--- config.mk ---
export PLATFORM = sky130hd
export DESIGN_NAME = cam_dvp_tx
export DESIGN_NICKNAME = d
export VERILOG_FILES = /design/src/rtl/cam_dvp_tx.sv
export SDC_FILE = /design/constraint.sdc
export NUM_CORES = 1
export LEC_CHECK = 0
export BUFFER_PORTS_ARGS = -buffer_cell sky130_fd_sc_hd__buf_2
export CAP_MARGIN = 20
export CORE_MARGIN = 8
export CORE_UTILIZATION = 30
export DETAILED_ROUTE_END_ITERATION = 10
export PLACE_DENSITY = 0.42
export SYNTH_ARGS = -nofsm -noshare
export SYNTH_HDL_FRONTEND = slang
export SYNTH_SLANG_ARGS = --single-unit
--- constraint.sdc ---
create_clock -name clk -period 15.96 [get_ports clk]
set_clock_uncertainty 0.05 [all_clocks]
set_input_delay 3.192 -clock clk [delete_from_list [all_inputs] [get_ports clk]]
set_output_delay 3.192 -clock clk [all_outputs]
set_load 0.02 [all_outputs]
--- src/rtl/cam_dvp_tx.sv ---
// cam_dvp_tx: DVP camera-bus transmitter that generates test-pattern frames.
// pclk runs at clk/2. Every frame-level output changes only on the clk edge
// where pclk falls (a "tick"), so a receiver sampling on the rising edge of
// pclk always sees stable values. Each pixel is RGB565, sent high byte first.
module cam_dvp_tx #(
    parameter int CAM_SCREEN_X = 160,
    parameter int CAM_SCREEN_Y = 120,
    parameter int HBLANK       = 144,
    parameter int VS_LINES     = 3,
    parameter int VBP_LINES    = 17,
    parameter int VFP_LINES    = 10
) (
    input  logic        clk,
    input  logic        rst,
    input  logic        enable,
    input  logic [1:0]  pattern_sel,
    input  logic [15:0] solid_color,
    output logic        pclk,
    output logic        href,
    output logic        vsync,
    output logic [7:0]  data,
    output logic        frame_done
);

    localparam int ACT_LEN   = 2 * CAM_SCREEN_X;
    localparam int LINE_LEN  = ACT_LEN + HBLANK;
    localparam int MAX_VB    = (VS_LINES > VBP_LINES) ? VS_LINES : VBP_LINES;
    localparam int MAX_FY    = (VFP_LINES > CAM_SCREEN_Y) ? VFP_LINES : CAM_SCREEN_Y;
    localparam int MAX_LINES = (MAX_VB > MAX_FY) ? MAX_VB : MAX_FY;
    localparam int HW        = $clog2(LINE_LEN + 1);
    localparam int LW        = $clog2(MAX_LINES + 1);

    localparam logic [HW-1:0] H_LAST     = HW'(LINE_LEN - 1);
    localparam logic [HW-1:0] H_ACT      = HW'(ACT_LEN);
    localparam logic [LW-1:0] L_VS_LAST  = LW'(VS_LINES - 1);
    localparam logic [LW-1:0] L_VBP_LAST = LW'(VBP_LINES - 1);
    localparam logic [LW-1:0] L_ACT_LAST = LW'(CAM_SCREEN_Y - 1);
    localparam logic [LW-1:0] L_VFP_LAST = LW'(VFP_LINES - 1);

    typedef enum logic [2:0] {
        ST_IDLE   = 3'd0,
        ST_VSYNC  = 3'd1,
        ST_VBP    = 3'd2,
        ST_ACTIVE = 3'd3,
        ST_VFP    = 3'd4
    } state_t;

    // RGB565 colour of pixel (x, y) for the selected test pattern.
    function automatic logic [15:0] pixel_color(
        input logic [1:0]    pat,
        input logic [15:0]   solid,
        input logic [HW-1:0] x,
        input logic [LW-1:0] y
    );
        logic [7:0]  x8;
        logic [7:0]  y8;
        logic [2:0]  bar;
        logic [15:0] c;
        x8  = 8'(x);
        y8  = 8'(y);
        // bar = floor(x*8 / CAM_SCREEN_X) without a divider: count thresholds passed
        bar = 3'd0;
        for (int k = 1; k < 8; k++) begin
            if ((32'(x) * 32'd8) >= (32'(k) * 32'(CAM_SCREEN_X))) begin
                bar = bar + 3'd1;
            end else begin
                bar = bar;
            end
        end
        case (pat)
            2'd0: begin
                case (bar)
                    3'd0:    c = 16'hFFFF;
                    3'd1:    c = 16'hFFE0;
                    3'd2:    c = 16'h07FF;
                    3'd3:    c = 16'h07E0;
                    3'd4:    c = 16'hF81F;
                    3'd5:    c = 16'hF800;
                    3'd6:    c = 16'h001F;
                    default: c = 16'h0000;
                endcase
            end
            2'd1:    c = {y8, x8};
            2'd2:    c = solid;
            2'd3:    c = (x8[3] ^ y8[3]) ? 16'hFFFF : 16'h0000;
            default: c = 16'h0000;
        endcase
        return c;
    endfunction

    state_t        r_state;
    state_t        w_state_nxt;
    logic [HW-1:0] r_hcnt;
    logic [HW-1:0] w_hcnt_nxt;
    logic [LW-1:0] r_lcnt;
    logic [LW-1:0] w_lcnt_nxt;
    logic [1:0]    r_pat;
    logic [1:0]    w_pat_nxt;
    logic [15:0]   r_solid;
    logic [15:0]   w_solid_nxt;
    logic          w_done_nxt;
    logic          w_start;
    logic          w_line_end;
    logic          w_phase_end;
    logic          w_tick;

    logic          r_pclk;
    logic          r_href;
    logic          r_vsync;
    logic [7:0]    r_data;
    logic          r_frame_done;
    logic          w_href_nxt;
    logic          w_vsync_nxt;
    logic [7:0]    w_data_nxt;
    logic [HW-1:0] w_x;
    logic [15:0]   w_color;

    // A tick is the edge on which pclk goes from 1 to 0.
    assign w_tick = r_pclk;

    // Last line of the current phase, per state.
    always_comb begin
        w_phase_end = 1'b0;
        case (r_state)
            ST_VSYNC:  w_phase_end = (r_lcnt == L_VS_LAST);
            ST_VBP:    w_phase_end = (r_lcnt == L_VBP_LAST);
            ST_ACTIVE: w_phase_end = (r_lcnt == L_ACT_LAST);
            ST_VFP:    w_phase_end = (r_lcnt == L_VFP_LAST);
            default:   w_phase_end = 1'b0;
        endcase
    end

    // Next frame position (state, pclk-in-line, line-in-phase) and frame start.
    always_comb begin
        w_state_nxt = r_state;
        w_hcnt_nxt  = r_hcnt;
        w_lcnt_nxt  = r_lcnt;
        w_pat_nxt   = r_pat;
        w_solid_nxt = r_solid;
        w_done_nxt  = 1'b0;
        w_start     = 1'b0;
        w_line_end  = (r_hcnt == H_LAST);
        case (r_state)
            ST_IDLE: begin
                w_start = enable;
            end
            ST_VSYNC, ST_VBP, ST_ACTIVE, ST_VFP: begin
                w_hcnt_nxt = w_line_end ? '0 : (r_hcnt + 1'b1);
                if (w_line_end && w_phase_end) begin
                    w_lcnt_nxt = '0;
                    case (r_state)
                        ST_VSYNC:  w_state_nxt = ST_VBP;
                        ST_VBP:    w_state_nxt = ST_ACTIVE;
                        ST_ACTIVE: w_state_nxt = ST_VFP;
                        default: begin
                            // end of VFP: frame complete, restart at once if still enabled
                            w_done_nxt  = 1'b1;
                            w_state_nxt = ST_IDLE;
                            w_start     = enable;
                        end
                    endcase
                end else if (w_line_end) begin
                    w_lcnt_nxt = r_lcnt + 1'b1;
                end else begin
                    w_lcnt_nxt = r_lcnt;
                end
            end
            default: begin
                w_state_nxt = ST_IDLE;
                w_hcnt_nxt  = '0;
                w_lcnt_nxt  = '0;
            end
        endcase
        // pattern and colour are captured only at frame start
        if (w_start) begin
            w_state_nxt = ST_VSYNC;
            w_hcnt_nxt  = '0;
            w_lcnt_nxt  = '0;
            w_pat_nxt   = pattern_sel;
            w_solid_nxt = solid_color;
        end else begin
            w_pat_nxt   = r_pat;
            w_solid_nxt = r_solid;
        end
    end

    // Bus values for the pclk period that begins at the coming tick.
    always_comb begin
        w_href_nxt  = (w_state_nxt == ST_ACTIVE) && (w_hcnt_nxt < H_ACT);
        w_vsync_nxt = (w_state_nxt == ST_VSYNC);
        w_x         = {1'b0, w_hcnt_nxt[HW-1:1]};
        w_color     = pixel_color(w_pat_nxt, w_solid_nxt, w_x, w_lcnt_nxt);
        if (w_href_nxt) begin
            w_data_nxt = w_hcnt_nxt[0] ? w_color[7:0] : w_color[15:8];
        end else begin
            w_data_nxt = 8'h00;
        end
    end

    // Pixel clock divider: toggles every clk.
    always_ff @(posedge clk or negedge rst) begin
        if (!rst) begin
            r_pclk <= 1'b0;
        end else begin
            r_pclk <= ~r_pclk;
        end
    end

    // FSM state and frame counters advance once per pclk period.
    always_ff @(posedge clk or negedge rst) begin
        if (!rst) begin
            r_state <= ST_IDLE;
            r_hcnt  <= '0;
            r_lcnt  <= '0;
        end else if (w_tick) begin
            r_state <= w_state_nxt;
            r_hcnt  <= w_hcnt_nxt;
            r_lcnt  <= w_lcnt_nxt;
        end else begin
            r_state <= r_state;
            r_hcnt  <= r_hcnt;
            r_lcnt  <= r_lcnt;
        end
    end

    // Per-frame pattern selection and solid colour.
    always_ff @(posedge clk or negedge rst) begin
        if (!rst) begin
            r_pat   <= 2'd0;
            r_solid <= 16'h0000;
        end else if (w_tick) begin
            r_pat   <= w_pat_nxt;
            r_solid <= w_solid_nxt;
        end else begin
            r_pat   <= r_pat;
            r_solid <= r_solid;
        end
    end

    // Registered bus outputs; frame_done lasts exactly one clk after its tick.
    always_ff @(posedge clk or negedge rst) begin
        if (!rst) begin
            r_href       <= 1'b0;
            r_vsync      <= 1'b0;
            r_data       <= 8'h00;
            r_frame_done <= 1'b0;
        end else if (w_tick) begin
            r_href       <= w_href_nxt;
            r_vsync      <= w_vsync_nxt;
            r_data       <= w_data_nxt;
            r_frame_done <= w_done_nxt;
        end else begin
            r_href       <= r_href;
            r_vsync      <= r_vsync;
            r_data       <= r_data;
            r_frame_done <= 1'b0;
        end
    end

    assign pclk       = r_pclk;
    assign href       = r_href;
    assign vsync      = r_vsync;
    assign data       = r_data;
    assign frame_done = r_frame_done;

endmodule

==> flow_metrics.py <==
metrics = {
    "yosys": {
        "syn_nets": 490,
        "ys_types": 77,
        "synth_area_mm2": 0.003925,
        "synth_fa_ha_area_share_pct": 2.805,
        "synthArstFlopShare_pct": 100.0,
        "synth_compound_area_share_pct": 27.92,
        "ys_warn_count": 0,
        "synth-xor-area-share_pct": 2.805,
        "synth_top_family_by_area": "compound AO/OA/AOI/OAI gates",
        "muxShareOfSynthArea_pct": 7.427,
        "ys.flop_type": "dfrtp_1",
        "synth-seq-cells": 49,
        "yosys.area_share.simple_pct": 22.66,
        "ys_seq_area_share_pct": 31.24,
        "avgSynthCellArea_um2": 8.514,
        "syn_inst": 461,
        "synth_edf_count": 0,
    },
    "timing": {
        "finalCriticalPeriod_ps": 7857,
        "min_period_over_period_pct": 49.23,
        "finalSetupViolations": 0,
        "slew_headroom_pct": 41.84,
        "rsz0062_at_grt": "no",
        "slew_violations": 0,
        "worst_pin_slew_ps": 871.5,
        "setup_tns_ps": 0,
        "max_freq_ghz": 0.1273,
        "hold_viol": 0,
    },
    "final_layout": {
        "diodes": 0,
        "drive_above_1_share_pct": 18.39,
        "multiInputGateArea_mm2": 0.002501,
        "area_growth_pct": 10.52,
        "layout_commonest_cell": "nand2_1",
        "seqCellArea_mm2": 0.001226,
        "nNetsFinal": 501,
        "fillers": 1384,
        "final_cell_mix": "nand2_1 (50), dfrtp_1 (49), a21oi_1 (33), buf_2 (32), o21ai_0 (30)",
        "final_area_mm2": 0.004338,
    },
    "floorplanning": {
        "row_count": 41,
        "dieWidth_um": 130.4,
        "io_pins": 33,
        "fp.dieH_um": 130.4,
        "die-area_mm2": 0.01700,
        "coreArea_mm2": 0.01272,
        "start_util_pct": 30.85,
    },
    "power": {
        "share_comb_of_total_power_pct": 2.7,
        "powerDensity_mw_per_mm2": 57.03,
        "switching_power_uw": 57.74,
        "max-vdd-ir-drop_v": 0.00004544,
        "p_int_uw": 189.7,
        "power.share.clock_pct": 47.1,
        "p_leak_uw": 0.001826,
        "p_sw_share_pct": 23.34,
        "sequentialPowerShare_pct": 50.1,
    },
    "setup_path": {
        "cp_max_fo": 27,
        "worst_setup_path_start_kind": "input port",
        "arrival_ps": 8050,
        "critical_path_class": "input port to register",
        "cp.required_ps": 16150,
        "endpoint_kind": "register",
        "reg2reg_slack_ps": 9240,
    },
    "grt": {
        "grt_overflow_total": 0,
        "grt_pass1_vias": 3494,
        "grt_max_degree": 50,
        "grtUsageTotal_pct": 15.21,
        "antenna_found_initial": 0,
        "grt_pass1_wl_mm": 19.91,
    },
    "clock_network": {
        "cts_tree": "built",
        "hold_buffers": 0,
        "clk_path_buf_depth": 2,
        "cts_root_buffer": "clkbuf_16",
        "clock_latency_ps": 310,
        "ctsResizeCount": 0,
        "htree_levels": 2,
        "path_clk_slew_ps": 70,
        "post_cts_buffers": 0,
        "cts_buffers": 5,
        "clkSinkCount": 49,
    },
    "job": {
        "max_cap_viol_count": 0,
    },
    "route": {
        "drt_wl_total_mm": 12.09,
        "wl_per_cell_um": 18.74,
        "vias_per_cell": 5.567,
        "drtAntennaViolNets": 0,
        "via_count": 3591,
        "drt_iter0_drc": 227,
        "post-route-drc-count": 0,
        "firstDrtPassIters": 5,
    },
    "placed_design": {
        "hpwlAfterDp_mm": 8.986,
        "place_area_mm2": 0.004182,
        "routabilityCongestion": 0.7896,
        "io_buffers": 32,
    },
    "hold_path": {
        "min_path_type": "register to register",
    },
    "status": {
        "outcome": "finished, final reports clean",
    },
}
[worst paths after layout]
kind / from / end / cells after the start
max in group asynchronous: rst / data[4] / 2
hold / removal: r_solid[12] / r_solid[12] / 1
setup / recovery: enable / data[0] / 21
min in group asynchronous: rst / frame_done / 2
setup reg to reg: r_state[2] / data[0] / 24
hold reg to reg: r_solid[12] / r_solid[12] / 1
[power groups by stage]
| stage | Clock (uW) | Combinational [uW] | Sequential (uW) |
|---|---|---|---|
| floorplan | 0 | 0.719 | 127 |
| global placement | 0 | 6.99 | 127 |
| detailed placement | 0 | 7.11 | 127 |
| CTS | 122 | 7.14 | 124 |
| global route | 127 | 7.84 | 124 |
| finish | 117 | 6.78 | 124 |
[routing by layer]
layer | wire length (um) | global-route usage, % | vias up
met5 | 0 | 0 | -
met4 | 82 | 2.836 | 0
met3 | 721 | 3.809 | 7
met1 | 5906 | 21.22 | 1728
met2 | 5377 | 23.40 | 92
li1 | - | - | 1764
[kinds of logic after synthesis]
logic type               count (synthesis)
AND/OR/NAND/NOR                        169
flip-flops                              49
adder cells (fa/ha/maj)                  9
buffers and inverters                   44
XOR/XNOR                                11
AO/OA/AOI/OAI                          153
multiplexers                            26
[cells in the mapped netlist (6+ instances only)]
cell | instances | area (um^2)
mux2_2 | 22 | 247.7
nand3_1 | 21 | 105.1
nor2_1 | 28 | 105.1
ha_1 | 8 | 100.1
nor2b_1 | 6 | 37.54
dfrtp_1 | 49 | 1226
a22o_1 | 6 | 52.55
o21ai_0 | 30 | 150.1
xnor2_1 | 6 | 52.55
a21oi_1 | 34 | 170.2
o211ai_1 | 6 | 45.04
nand2_1 | 50 | 187.7
nor3_1 | 12 | 60.06
inv_1 | 11 | 41.29
buf_2 | 10 | 50.05
and2_1 | 6 | 37.54
clkbuf_1 | 14 | 52.55
a22oi_1 | 10 | 75.07
o2bb2ai_1 | 6 | 52.55
[per-stage QoR]
step,hold WS [ps],utilization (%),std cells,power (uW),setup slack [ps]
2_1_floorplan,429.2,-,461,127.3,7707
3_5_place_dp,448.0,32.87,637,133.6,7793
6_report,465.7,34.10,645,247.4,8103
5_1_grt,487.0,34.10,645,259.2,7862
4_1_cts,466.2,34.10,645,252.8,8114
3_3_place_gp,441.9,32.87,637,133.5,7923
[cell type report]
cell class	instances	share of cell area, %
repair buffers	37	4.557
clock inverters	2	0.4038
clock buffers	6	3.202
multi-input cells	368	57.66
flip-flops and latches	49	28.27
well taps	172	4.961
inverters	11	0.9518
[state kept, by name (all words and copies together), names as in the netlist]
signal      count
r_lcnt          7
pclk            1
data            8
r_pat           2
href            1
vsync           1
r_state         3
r_hcnt          9
r_solid        16
frame_done      1
[worst max-delay path: stages]
cell      delay (ps)
buf_2            140
and3_1           200
a21oi_2          110
buf_4            320
nand2_1          130
ha_1             400
xnor2_1          160
ha_1             280
or4_1            540
and2_1           180
ha_1             260
mux2_2           270
and2_1           170
ha_1             290
mux2_2           260
ha_1             180
nand3b_1         110
xnor3_1          330
mux2i_1          240
nand3b_1         160
nand3_1          120
(Power assumes the default switching activity.)
